--- config.mk ---
export PLATFORM = sky130hd
export DESIGN_NAME = apb_xfer_ctrl_flat
export DESIGN_NICKNAME = d
export VERILOG_FILES = /design/src/rtl/apb_xfer_ctrl_if.sv /design/src/rtl/apb_xfer_ctrl.sv /design/src/flat_wrapper.sv
export SDC_FILE = /design/constraint.sdc
export NUM_CORES = 1
export LEC_CHECK = 0
export BUFFER_PORTS_ARGS = -buffer_cell sky130_fd_sc_hd__buf_4
export CORE_MARGIN = 4
export CORE_UTILIZATION = 48
export DETAILED_ROUTE_END_ITERATION = 16
export HOLD_SLACK_MARGIN = 0.02
export MAX_ROUTING_LAYER = met4
export PLACE_DENSITY = 0.83
export SETUP_SLACK_MARGIN = 0.5
export SLEW_MARGIN = 10
export SYNTH_ARGS = -nofsm -noshare
export SYNTH_HDL_FRONTEND = slang
export SYNTH_SLANG_ARGS = --single-unit
--- constraint.sdc ---
create_clock -name hclk -period 2.5 [get_ports hclk]
set_clock_uncertainty 0.05 [all_clocks]
set_input_delay 0.5 -clock hclk [delete_from_list [all_inputs] [get_ports hclk]]
set_output_delay 0.5 -clock hclk [all_outputs]
set_load 0.01 [all_outputs]
--- src/rtl/apb_xfer_ctrl_if.sv ---
// apb_xfer_ctrl_if: request/response handshake plus APB bus signals of the
// APB transfer controller. The pready wire exists only when APB_PREADY_EN is
// defined. Modport "master" is the controller's view (it masters the APB
// bus and answers requests); modport "slave" is the environment's view.
interface apb_xfer_ctrl_if #(
    parameter int ADDR_W = 32,
    parameter int DATA_W = 32
);
    logic              req_valid;
    logic              req_ready;
    logic              req_write;
    logic [ADDR_W-1:0] req_addr;
    logic [DATA_W-1:0] req_wdata;
    logic              rsp_valid;
    logic [DATA_W-1:0] rsp_rdata;
    logic              rsp_err;
    logic [2:0]        psel;
    logic              penable;
    logic              pwrite;
    logic [ADDR_W-1:0] paddr;
    logic [DATA_W-1:0] pwdata;
    logic [DATA_W-1:0] pr_data;
`ifdef APB_PREADY_EN
    logic              pready;

    modport master (
        input  req_valid, req_write, req_addr, req_wdata, pr_data, pready,
        output req_ready, rsp_valid, rsp_rdata, rsp_err,
               psel, penable, pwrite, paddr, pwdata
    );

    modport slave (
        output req_valid, req_write, req_addr, req_wdata, pr_data, pready,
        input  req_ready, rsp_valid, rsp_rdata, rsp_err,
               psel, penable, pwrite, paddr, pwdata
    );
`else
    modport master (
        input  req_valid, req_write, req_addr, req_wdata, pr_data,
        output req_ready, rsp_valid, rsp_rdata, rsp_err,
               psel, penable, pwrite, paddr, pwdata
    );

    modport slave (
        output req_valid, req_write, req_addr, req_wdata, pr_data,
        input  req_ready, rsp_valid, rsp_rdata, rsp_err,
               psel, penable, pwrite, paddr, pwdata
    );
`endif
endinterface

--- src/rtl/apb_xfer_ctrl.sv ---
// apb_xfer_ctrl: sequences single read/write requests onto APB.
// Decodes the address into one of three regions above BASE_ADDR, drives the
// SETUP and ACCESS phases and returns a one-cycle response with error flag.
// Optional feature macro: APB_PREADY_EN (adds pready wait states with a
// TIMEOUT-cycle limit on the ACCESS phase).
module apb_xfer_ctrl #(
    parameter int              ADDR_W       = 32,
    parameter int              DATA_W       = 32,
    parameter logic [ADDR_W-1:0] BASE_ADDR  = ADDR_W'(32'h8000_0000),
    parameter int              REGION_SHIFT = 26,
    parameter int              TIMEOUT      = 16
) (
    input  logic                  hclk,
    input  logic                  hresetn,
    apb_xfer_ctrl_if.master       bus
);

    localparam logic [1:0] ST_IDLE   = 2'd0;
    localparam logic [1:0] ST_SETUP  = 2'd1;
    localparam logic [1:0] ST_ACCESS = 2'd2;
    localparam logic [1:0] ST_ERR    = 2'd3;

    // TIMEOUT must fit the 8-bit wait counter and allow at least one wait.
    if ((TIMEOUT < 2) || (TIMEOUT > 255)) begin : g_bad_timeout
        $error("apb_xfer_ctrl: TIMEOUT out of range 2..255");
    end

    logic [1:0]        state_q,     state_d;
    logic [2:0]        psel_q,      psel_d;
    logic              penable_q,   penable_d;
    logic              pwrite_q,    pwrite_d;
    logic [ADDR_W-1:0] paddr_q,     paddr_d;
    logic [DATA_W-1:0] pwdata_q,    pwdata_d;
    logic              rsp_valid_q, rsp_valid_d;
    logic [DATA_W-1:0] rsp_rdata_q, rsp_rdata_d;
    logic              rsp_err_q,   rsp_err_d;
`ifdef APB_PREADY_EN
    logic [7:0]        tmo_cnt_q,   tmo_cnt_d;
`endif

    logic [ADDR_W-1:0] off_s;
    logic [ADDR_W-1:0] idx_s;
    logic              in_win_s;
    logic [2:0]        sel_s;

    // Region decode: no wrap-around below BASE_ADDR, only regions 0..2 valid.
    always_comb begin
        off_s    = bus.req_addr - BASE_ADDR;
        idx_s    = off_s >> REGION_SHIFT;
        in_win_s = (bus.req_addr >= BASE_ADDR) && (idx_s < ADDR_W'(32'd3));
        case (idx_s[1:0])
            2'd0:    sel_s = 3'b001;
            2'd1:    sel_s = 3'b010;
            2'd2:    sel_s = 3'b100;
            default: sel_s = 3'b000;
        endcase
    end

    // Next-state and next-output logic of the transfer sequencer.
    always_comb begin
        state_d     = state_q;
        psel_d      = psel_q;
        penable_d   = penable_q;
        pwrite_d    = pwrite_q;
        paddr_d     = paddr_q;
        pwdata_d    = pwdata_q;
        rsp_valid_d = 1'b0;
        rsp_rdata_d = rsp_rdata_q;
        rsp_err_d   = rsp_err_q;
`ifdef APB_PREADY_EN
        tmo_cnt_d   = tmo_cnt_q;
`endif
        case (state_q)
            ST_IDLE: begin
                psel_d    = 3'b000;
                penable_d = 1'b0;
                if (bus.req_valid) begin
                    if (in_win_s) begin
                        state_d  = ST_SETUP;
                        psel_d   = sel_s;
                        pwrite_d = bus.req_write;
                        paddr_d  = bus.req_addr;
                        pwdata_d = bus.req_wdata;
                    end else begin
                        state_d  = ST_ERR;
                    end
                end else begin
                    state_d = ST_IDLE;
                end
            end
            ST_SETUP: begin
                state_d   = ST_ACCESS;
                penable_d = 1'b1;
`ifdef APB_PREADY_EN
                tmo_cnt_d = 8'd0;
`endif
            end
            ST_ACCESS: begin
`ifdef APB_PREADY_EN
                if (bus.pready) begin
                    state_d     = ST_IDLE;
                    psel_d      = 3'b000;
                    penable_d   = 1'b0;
                    rsp_valid_d = 1'b1;
                    rsp_rdata_d = pwrite_q ? {DATA_W{1'b0}} : bus.pr_data;
                    rsp_err_d   = 1'b0;
                end else if (tmo_cnt_q == 8'(TIMEOUT - 1)) begin
                    // Last allowed wait cycle expired: abort with error.
                    state_d     = ST_IDLE;
                    psel_d      = 3'b000;
                    penable_d   = 1'b0;
                    rsp_valid_d = 1'b1;
                    rsp_rdata_d = {DATA_W{1'b0}};
                    rsp_err_d   = 1'b1;
                end else begin
                    tmo_cnt_d   = tmo_cnt_q + 8'd1;
                end
`else
                state_d     = ST_IDLE;
                psel_d      = 3'b000;
                penable_d   = 1'b0;
                rsp_valid_d = 1'b1;
                rsp_rdata_d = pwrite_q ? {DATA_W{1'b0}} : bus.pr_data;
                rsp_err_d   = 1'b0;
`endif
            end
            ST_ERR: begin
                state_d     = ST_IDLE;
                rsp_valid_d = 1'b1;
                rsp_rdata_d = {DATA_W{1'b0}};
                rsp_err_d   = 1'b1;
            end
            default: begin
                state_d   = ST_IDLE;
                psel_d    = 3'b000;
                penable_d = 1'b0;
            end
        endcase
    end

    // State and output registers with synchronous active-low reset.
    always_ff @(posedge hclk) begin
        if (!hresetn) begin
            state_q     <= ST_IDLE;
            psel_q      <= 3'b000;
            penable_q   <= 1'b0;
            pwrite_q    <= 1'b0;
            paddr_q     <= {ADDR_W{1'b0}};
            pwdata_q    <= {DATA_W{1'b0}};
            rsp_valid_q <= 1'b0;
            rsp_rdata_q <= {DATA_W{1'b0}};
            rsp_err_q   <= 1'b0;
`ifdef APB_PREADY_EN
            tmo_cnt_q   <= 8'd0;
`endif
        end else begin
            state_q     <= state_d;
            psel_q      <= psel_d;
            penable_q   <= penable_d;
            pwrite_q    <= pwrite_d;
            paddr_q     <= paddr_d;
            pwdata_q    <= pwdata_d;
            rsp_valid_q <= rsp_valid_d;
            rsp_rdata_q <= rsp_rdata_d;
            rsp_err_q   <= rsp_err_d;
`ifdef APB_PREADY_EN
            tmo_cnt_q   <= tmo_cnt_d;
`endif
        end
    end

    // req_ready is the only combinational output.
    assign bus.req_ready = (state_q == ST_IDLE) && hresetn;
    assign bus.psel      = psel_q;
    assign bus.penable   = penable_q;
    assign bus.pwrite    = pwrite_q;
    assign bus.paddr     = paddr_q;
    assign bus.pwdata    = pwdata_q;
    assign bus.rsp_valid = rsp_valid_q;
    assign bus.rsp_rdata = rsp_rdata_q;
    assign bus.rsp_err   = rsp_err_q;

endmodule

--- src/flat_wrapper.sv ---
// flat-port wrapper written by rule: the top's interface ports become plain ports
module apb_xfer_ctrl_flat 
#(
    parameter int              ADDR_W       = 32,
    parameter int              DATA_W       = 32,
    parameter logic [ADDR_W-1:0] BASE_ADDR  = ADDR_W'(32'h8000_0000),
    parameter int              REGION_SHIFT = 26,
    parameter int              TIMEOUT      = 16
)
  (hclk, hresetn, bus_req_valid, bus_req_write, bus_req_addr, bus_req_wdata, bus_pr_data, bus_req_ready, bus_rsp_valid, bus_rsp_rdata, bus_rsp_err, bus_psel, bus_penable, bus_pwrite, bus_paddr, bus_pwdata);
  apb_xfer_ctrl_if #(.ADDR_W(ADDR_W), .DATA_W(DATA_W)) bus_i ();
  input  logic hclk;
  input  logic hresetn;
  input wire logic [$bits(bus_i.req_valid)-1:0] bus_req_valid;
  input wire logic [$bits(bus_i.req_write)-1:0] bus_req_write;
  input wire logic [$bits(bus_i.req_addr)-1:0] bus_req_addr;
  input wire logic [$bits(bus_i.req_wdata)-1:0] bus_req_wdata;
  input wire logic [$bits(bus_i.pr_data)-1:0] bus_pr_data;
  output wire logic [$bits(bus_i.req_ready)-1:0] bus_req_ready;
  output wire logic [$bits(bus_i.rsp_valid)-1:0] bus_rsp_valid;
  output wire logic [$bits(bus_i.rsp_rdata)-1:0] bus_rsp_rdata;
  output wire logic [$bits(bus_i.rsp_err)-1:0] bus_rsp_err;
  output wire logic [$bits(bus_i.psel)-1:0] bus_psel;
  output wire logic [$bits(bus_i.penable)-1:0] bus_penable;
  output wire logic [$bits(bus_i.pwrite)-1:0] bus_pwrite;
  output wire logic [$bits(bus_i.paddr)-1:0] bus_paddr;
  output wire logic [$bits(bus_i.pwdata)-1:0] bus_pwdata;
  assign bus_i.req_valid = bus_req_valid;
  assign bus_i.req_write = bus_req_write;
  assign bus_i.req_addr = bus_req_addr;
  assign bus_i.req_wdata = bus_req_wdata;
  assign bus_i.pr_data = bus_pr_data;
  assign bus_req_ready = bus_i.req_ready;
  assign bus_rsp_valid = bus_i.rsp_valid;
  assign bus_rsp_rdata = bus_i.rsp_rdata;
  assign bus_rsp_err = bus_i.rsp_err;
  assign bus_psel = bus_i.psel;
  assign bus_penable = bus_i.penable;
  assign bus_pwrite = bus_i.pwrite;
  assign bus_paddr = bus_i.paddr;
  assign bus_pwdata = bus_i.pwdata;
  apb_xfer_ctrl #(.ADDR_W(ADDR_W), .DATA_W(DATA_W), .BASE_ADDR(BASE_ADDR), .REGION_SHIFT(REGION_SHIFT), .TIMEOUT(TIMEOUT)) u_core (.hclk(hclk), .hresetn(hresetn), .bus(bus_i));
endmodule
; ---- Word-level counts from Yosys, hierarchy flattened
; Cells that the tools add are included.
[classes]
magnitude_cmp = 2
eq_ne = 5
addsub = 1
mux = 12
n_reduce_logical = 10
[op_table]
columns = operator, count
row1 = 32-bit case mux with 2 select lines, 1
row2 = "32-bit >= comparator, second input constant", 1
row3 = 32-bit two-way mux, 1
row4 = "32-bit subtractor, second input constant", 1
row5 = 3-bit case mux with 3 select lines, 1
row6 = "2-bit == test, second input constant", 3
row7 = "6-bit by 2-bit less-than comparator with 1-bit output, second input constant", 1
row8 = 3-bit two-way mux, 2
row9 = 2-bit case mux with 3 select lines, 1
row10 = 3-bit case mux with 2 select lines, 1
row11 = 2-bit nonzero test, 3
row12 = "2-bit by 1-bit == test with 1-bit output, second input constant", 2
row13 = 2-bit logical NOT, 2
row14 = 2-bit two-way mux, 2
row15 = 1-bit case mux with 2 select lines, 2
row16 = 2-bit OR reduction, 2
row17 = 3-bit AND reduction, 1
row18 = 1-bit logical AND, 2
row19 = 1-bit two-way mux, 1
[totals]
inputBits = 100
register_bits = 105
elab_cells = 39
output_inout_bits = 104

; ---- Depth between registers and ports, before layout
[logic_depth]
depth_word = 6
ltp_mapped = 6
mapped_depth_nobuf = 3

; ---- Worst setup path before layout
; OpenSTA, ideal clock, no wires.
[synth_timing]
kind = input to register
startpoint = in bus_req_addr[28]
endpoint = reg u_core.paddr_q[10] (netlist: u_core.bus.paddr[10])
arrival_ns = 1.742
path_slack_ns = 0.637
setup_ns = 0.072
path_buffers = 2
required_ns = 2.378
cell_stages = 5
path_cell_list = or4b_4 -> nor3_2 -> buf_6 -> buf_12 -> mux2i_1
[synth_between]
elab_chain_len = 4
elab_cells_between_ends = 5
cone_classes = 1 x add/sub / 2 x order compare / 2 x reduce/logical
[synth_lines]
columns = element, line_no
row1 = "start, declared", flat_wrapper.sv:16  ; input wire logic [$bits(bus_i.req_addr)-1:0] bus_req_addr;
row2 = 32-bit subtractor, apb_xfer_ctrl.sv:48  ; off_s = bus.req_addr - BASE_ADDR;
row3 = 6-bit by 2-bit less-than comparator with 1-bit output, apb_xfer_ctrl.sv:50  ; in_win_s = (bus.req_addr >= BASE_ADDR) && (idx_s < ADDR_W'(32'd3));
row4 = 1-bit logical AND (*), apb_xfer_ctrl.sv:50
row5 = 3-bit AND reduction (no source line) (*), n/a
row6 = "end signal, assigned", apb_xfer_ctrl.sv:148  ; paddr_q <= {ADDR_W{1'b0}};
row7 = "end signal, assigned", apb_xfer_ctrl.sv:161  ; paddr_q <= paddr_d;
row8 = "end, declared", apb_xfer_ctrl.sv:32  ; logic [ADDR_W-1:0] paddr_q, paddr_d;
; Mark *: on every way between the ends. The rest lies on a longest branch, timed or not.
; A chain may end at the register's enable or synchronous reset.

; ---- Worst setup path after layout
[layout_timing]
startpoint = reg u_core.state_q[0]
endpoint = reg u_core.paddr_q[26] (netlist: u_core.bus.paddr[26])
[layout_between]
elab_chain_len = 2
[layout_lines]
columns = element, line_no
row1 = "start, declared", apb_xfer_ctrl.sv:28  ; logic [1:0] state_q, state_d;
row2 = "start signal, assigned", apb_xfer_ctrl.sv:157  ; state_q <= state_d;
row3 = 2-bit logical NOT, apb_xfer_ctrl.sv:73  ; case (state_q)
row4 = 3-bit AND reduction (no source line), n/a
; No other way between the ends.

==> flow_summary.toml <==
[run_status]
status = "finished clean"

[setup_path]
setup.worst_path.start = "u_core.state_q[0]$_SDFF_PN0_"
worst-endpoint-required_ns = 2.73
cp_cell_sequence = "or3b_2 > nor3_4 > buf_12 > mux2i_1"
critical_path.max_stage_delay_ns = 0.53
timing.setup.critical_path_class = "register to register"
timing.critical_path.from_type = "register"
cp_data_arrival_time_ns = 2.07
critical_path.top_delay_family = "simple AND/OR/NAND/NOR gates"
cp-end-kind = "register"
path_buf_inv = 1
crit_cells = 4
slowest_library_cell_on_the_worst_path = "sky130_fd_sc_hd__or3b_2"
reg2reg_depth = 4
worst_r2r_startpoint = "u_core.state_q[0]$_SDFF_PN0_"
worst-path-max-fanout = 36

[timing]
worst_rel_slew_slack_pct = 51.39
achievable-frequency_ghz = 0.5433
final_min_period_over_clock_period_pct = 73.63
finalSetupViolations = 0
tightest_slew_ns = 0.7291
grt_setup_unrepaired = "false"
final.min_clock_period_ns = 1.841
totalNegativeSetupSlack_ns = 0
timing.final.ws_setup_ns = 0.6593
worst_hold_slack_ns = 0.2925
timing.final.hold_violations = 0
slew_viol_final = 0

[power_and_ir_drop]
netSwitchingPower_uw = 761.3
power.share.clock_pct = 34.5
p_per_area_nw_per_um2 = 566.3
total_power_mw = 3.176
leakage_nw = 2.541
power.share.combinational_pct = 10.8
seq_power_share_pct = 54.8
switching_share_pct = 23.97
p_int_mw = 2.414
vdd.ir_drop.worst_mv = 0.3689

[global_routing]
wire_length_of_the_first_global_routing_pass_um = 15680
grt_pass1_vias = 3299
grt_start_max_net_pins = 81
grt.total_usage_pct = 20.45
antenna_found_initial = 0
grt-ovfl-total = 0

[yosys]
ys_warn_count = 0
syn-instance-count = 380
cell_area_after_synthesis_um2 = 3872
synth_enable_flop_cells = 0
synth.distinct_cells = 27
synthesis.nets = 480
synth-async-reset-ratio_pct = 0
seq_area_frac_synth_pct = 54.28
synth_top_flop_cell = "sky130_fd_sc_hd__dfxtp_1"
post_synth.cell_area_avg_um2 = 10.19
ys_seq_elements = 105

[die]
initial_utilization_pct = 49.86
placeableCoreArea_um2 = 7767
die_h_um = 97.82
die_w_um = 97.82
row_count = 32
design.die.area_um2 = 9569
num_io_pins = 204

[worst_hold_path]
worstHoldPathType = "primary input to register"
min_delay_path_depth = 2
hold_path.startpoint = "bus_pr_data[19]"

[clock_tree]
cts_resized = 0
cts_setup_buffers = 0
cts_max_level = 3
cts-buffers-inserted = 9
clkSinkCount = 105
cts_root_buf = "sky130_fd_sc_hd__clkbuf_8"
max_buffers_root_to_sink = 2
clk_transition_reported_paths_ns = 0.10
cts_tree = "done"
holdBufCountCts = 0
insertion_delay_ns = 0.35

[place]
detailed_place_hpwl_um = 7300
port_buffers = 203
dpl_cell_area_um2 = 5396
global_placement_routability_congestion = 0.7986
post-place-cells = 663
dp_slack_ns = 0.3362

[finish]
layout_area_growth_over_synthesis_pct = 44.81
post_route_cells_drive_above_1_share_pct = 40.38
layout.cells.most_common_list = "sky130_fd_sc_hd__buf_4 (208), sky130_fd_sc_hd__nand2_1 (123), sky130_fd_sc_hd__dfxtp_1 (105)"
nNetsFinal = 672
finalNonFillerCells = 679
final_common_cell = "sky130_fd_sc_hd__buf_4"
insertedDiodeCount = 0
layout.core_utilization_pct = 72.20
final_area_um2 = 5608

[drt]
avgViaCountPerCell = 4.882
dr_total_vias = 3315
detail_route.wirelength_um = 9735
drc = 0
drtAntennaViolNets = 0
route.detailed.wl_per_inst_um = 14.34
firstDrtPassIters = 4
drt_iter0_drc = 101

[run]
maxCapViolations = 0
-- synthesized netlist by cell type (3+ instances only) --
master	instances	area, µm²
sky130_fd_sc_hd__inv_1	3	11.26
sky130_fd_sc_hd__nand3_1	3	15.01
sky130_fd_sc_hd__buf_12	6	120.1
sky130_fd_sc_hd__clkbuf_1	17	63.81
sky130_fd_sc_hd__nand2_1	123	461.7
sky130_fd_sc_hd__a22o_1	32	280.3
sky130_fd_sc_hd__dfxtp_1	105	2102
sky130_fd_sc_hd__o21ai_0	3	15.01
sky130_fd_sc_hd__nor2_1	3	11.26
sky130_fd_sc_hd__and2_1	3	18.77
sky130_fd_sc_hd__buf_2	4	20.02
sky130_fd_sc_hd__mux2i_1	61	610.6
sky130_fd_sc_hd__and3_1	3	18.77
-- path summary, 6_finish.rpt --
check,endpoint,slack (ns)
worst max-delay path,u_core.bus.paddr[26]$_SDFFE_PN0P_,0.66
worst max register to register,u_core.bus.paddr[26]$_SDFFE_PN0P_,0.66
worst min-delay path,u_core.bus.rsp_rdata[19]$_SDFFE_PN0P_,0.29
worst min register to register,u_core.bus.psel[2]$_SDFFE_PN0N_,0.41
-- flip-flops by register name, summed over array words and instances (netlist names) --
| register | flops |
|---|---|
| u_core.bus.psel | 3 |
| u_core.bus.rsp_rdata | 32 |
| u_core.bus.pwdata | 32 |
| u_core.bus.paddr | 32 |
| u_core.bus.rsp_err | 1 |
| u_core.bus.pwrite | 1 |
| u_core.state_q | 2 |
| u_core.bus.rsp_valid | 1 |
| u_core.bus.penable | 1 |
-- logic make-up (layout without fill, tap and decap cells) --
group	Yosys count	count (layout)	share of synthesized area (%)
mux	61	61	15.77
buf+inv	32	229	5.945
simple gates	143	143	15.44
compound gates	39	39	8.562
flops	105	105	54.28
-- power by group through the flow --
stage / Clock, mW / Combinational (mW) / Sequential [mW]
floorplan: 0 / 0.123 / 1.79
global placement: 0 / 0.336 / 1.78
detailed placement: 0 / 0.345 / 1.78
CTS: 1.12 / 0.345 / 1.74
global route: 1.19 / 0.373 / 1.74
finish: 1.09 / 0.342 / 1.74
-- routing by layer --
layer | wire length, µm | global-route usage (%) | share of wire [%] | vias up
met3 | 897 | 7.071 | 9.2 | 14
met2 | 4456 | 31.88 | 46 | 143
met4 | 160 | 6.177 | 1.6 | 0
met1 | 4221 | 25.04 | 43 | 1505
met5 | 0 | - | 0 | -
li1 | - | - | - | 1653
-- final cells by class --
class | count | area (µm²)
clock buffers | 10 | 137.6
well taps | 102 | 127.6
clock inverters | 6 | 73.82
flip-flops and latches | 105 | 2102
multi-input cells | 243 | 1554
inverters | 3 | 11.26
fillers | 592 | 2160
repair buffers | 210 | 1602
No activity file was read; power rests on OpenSTA's default activity.
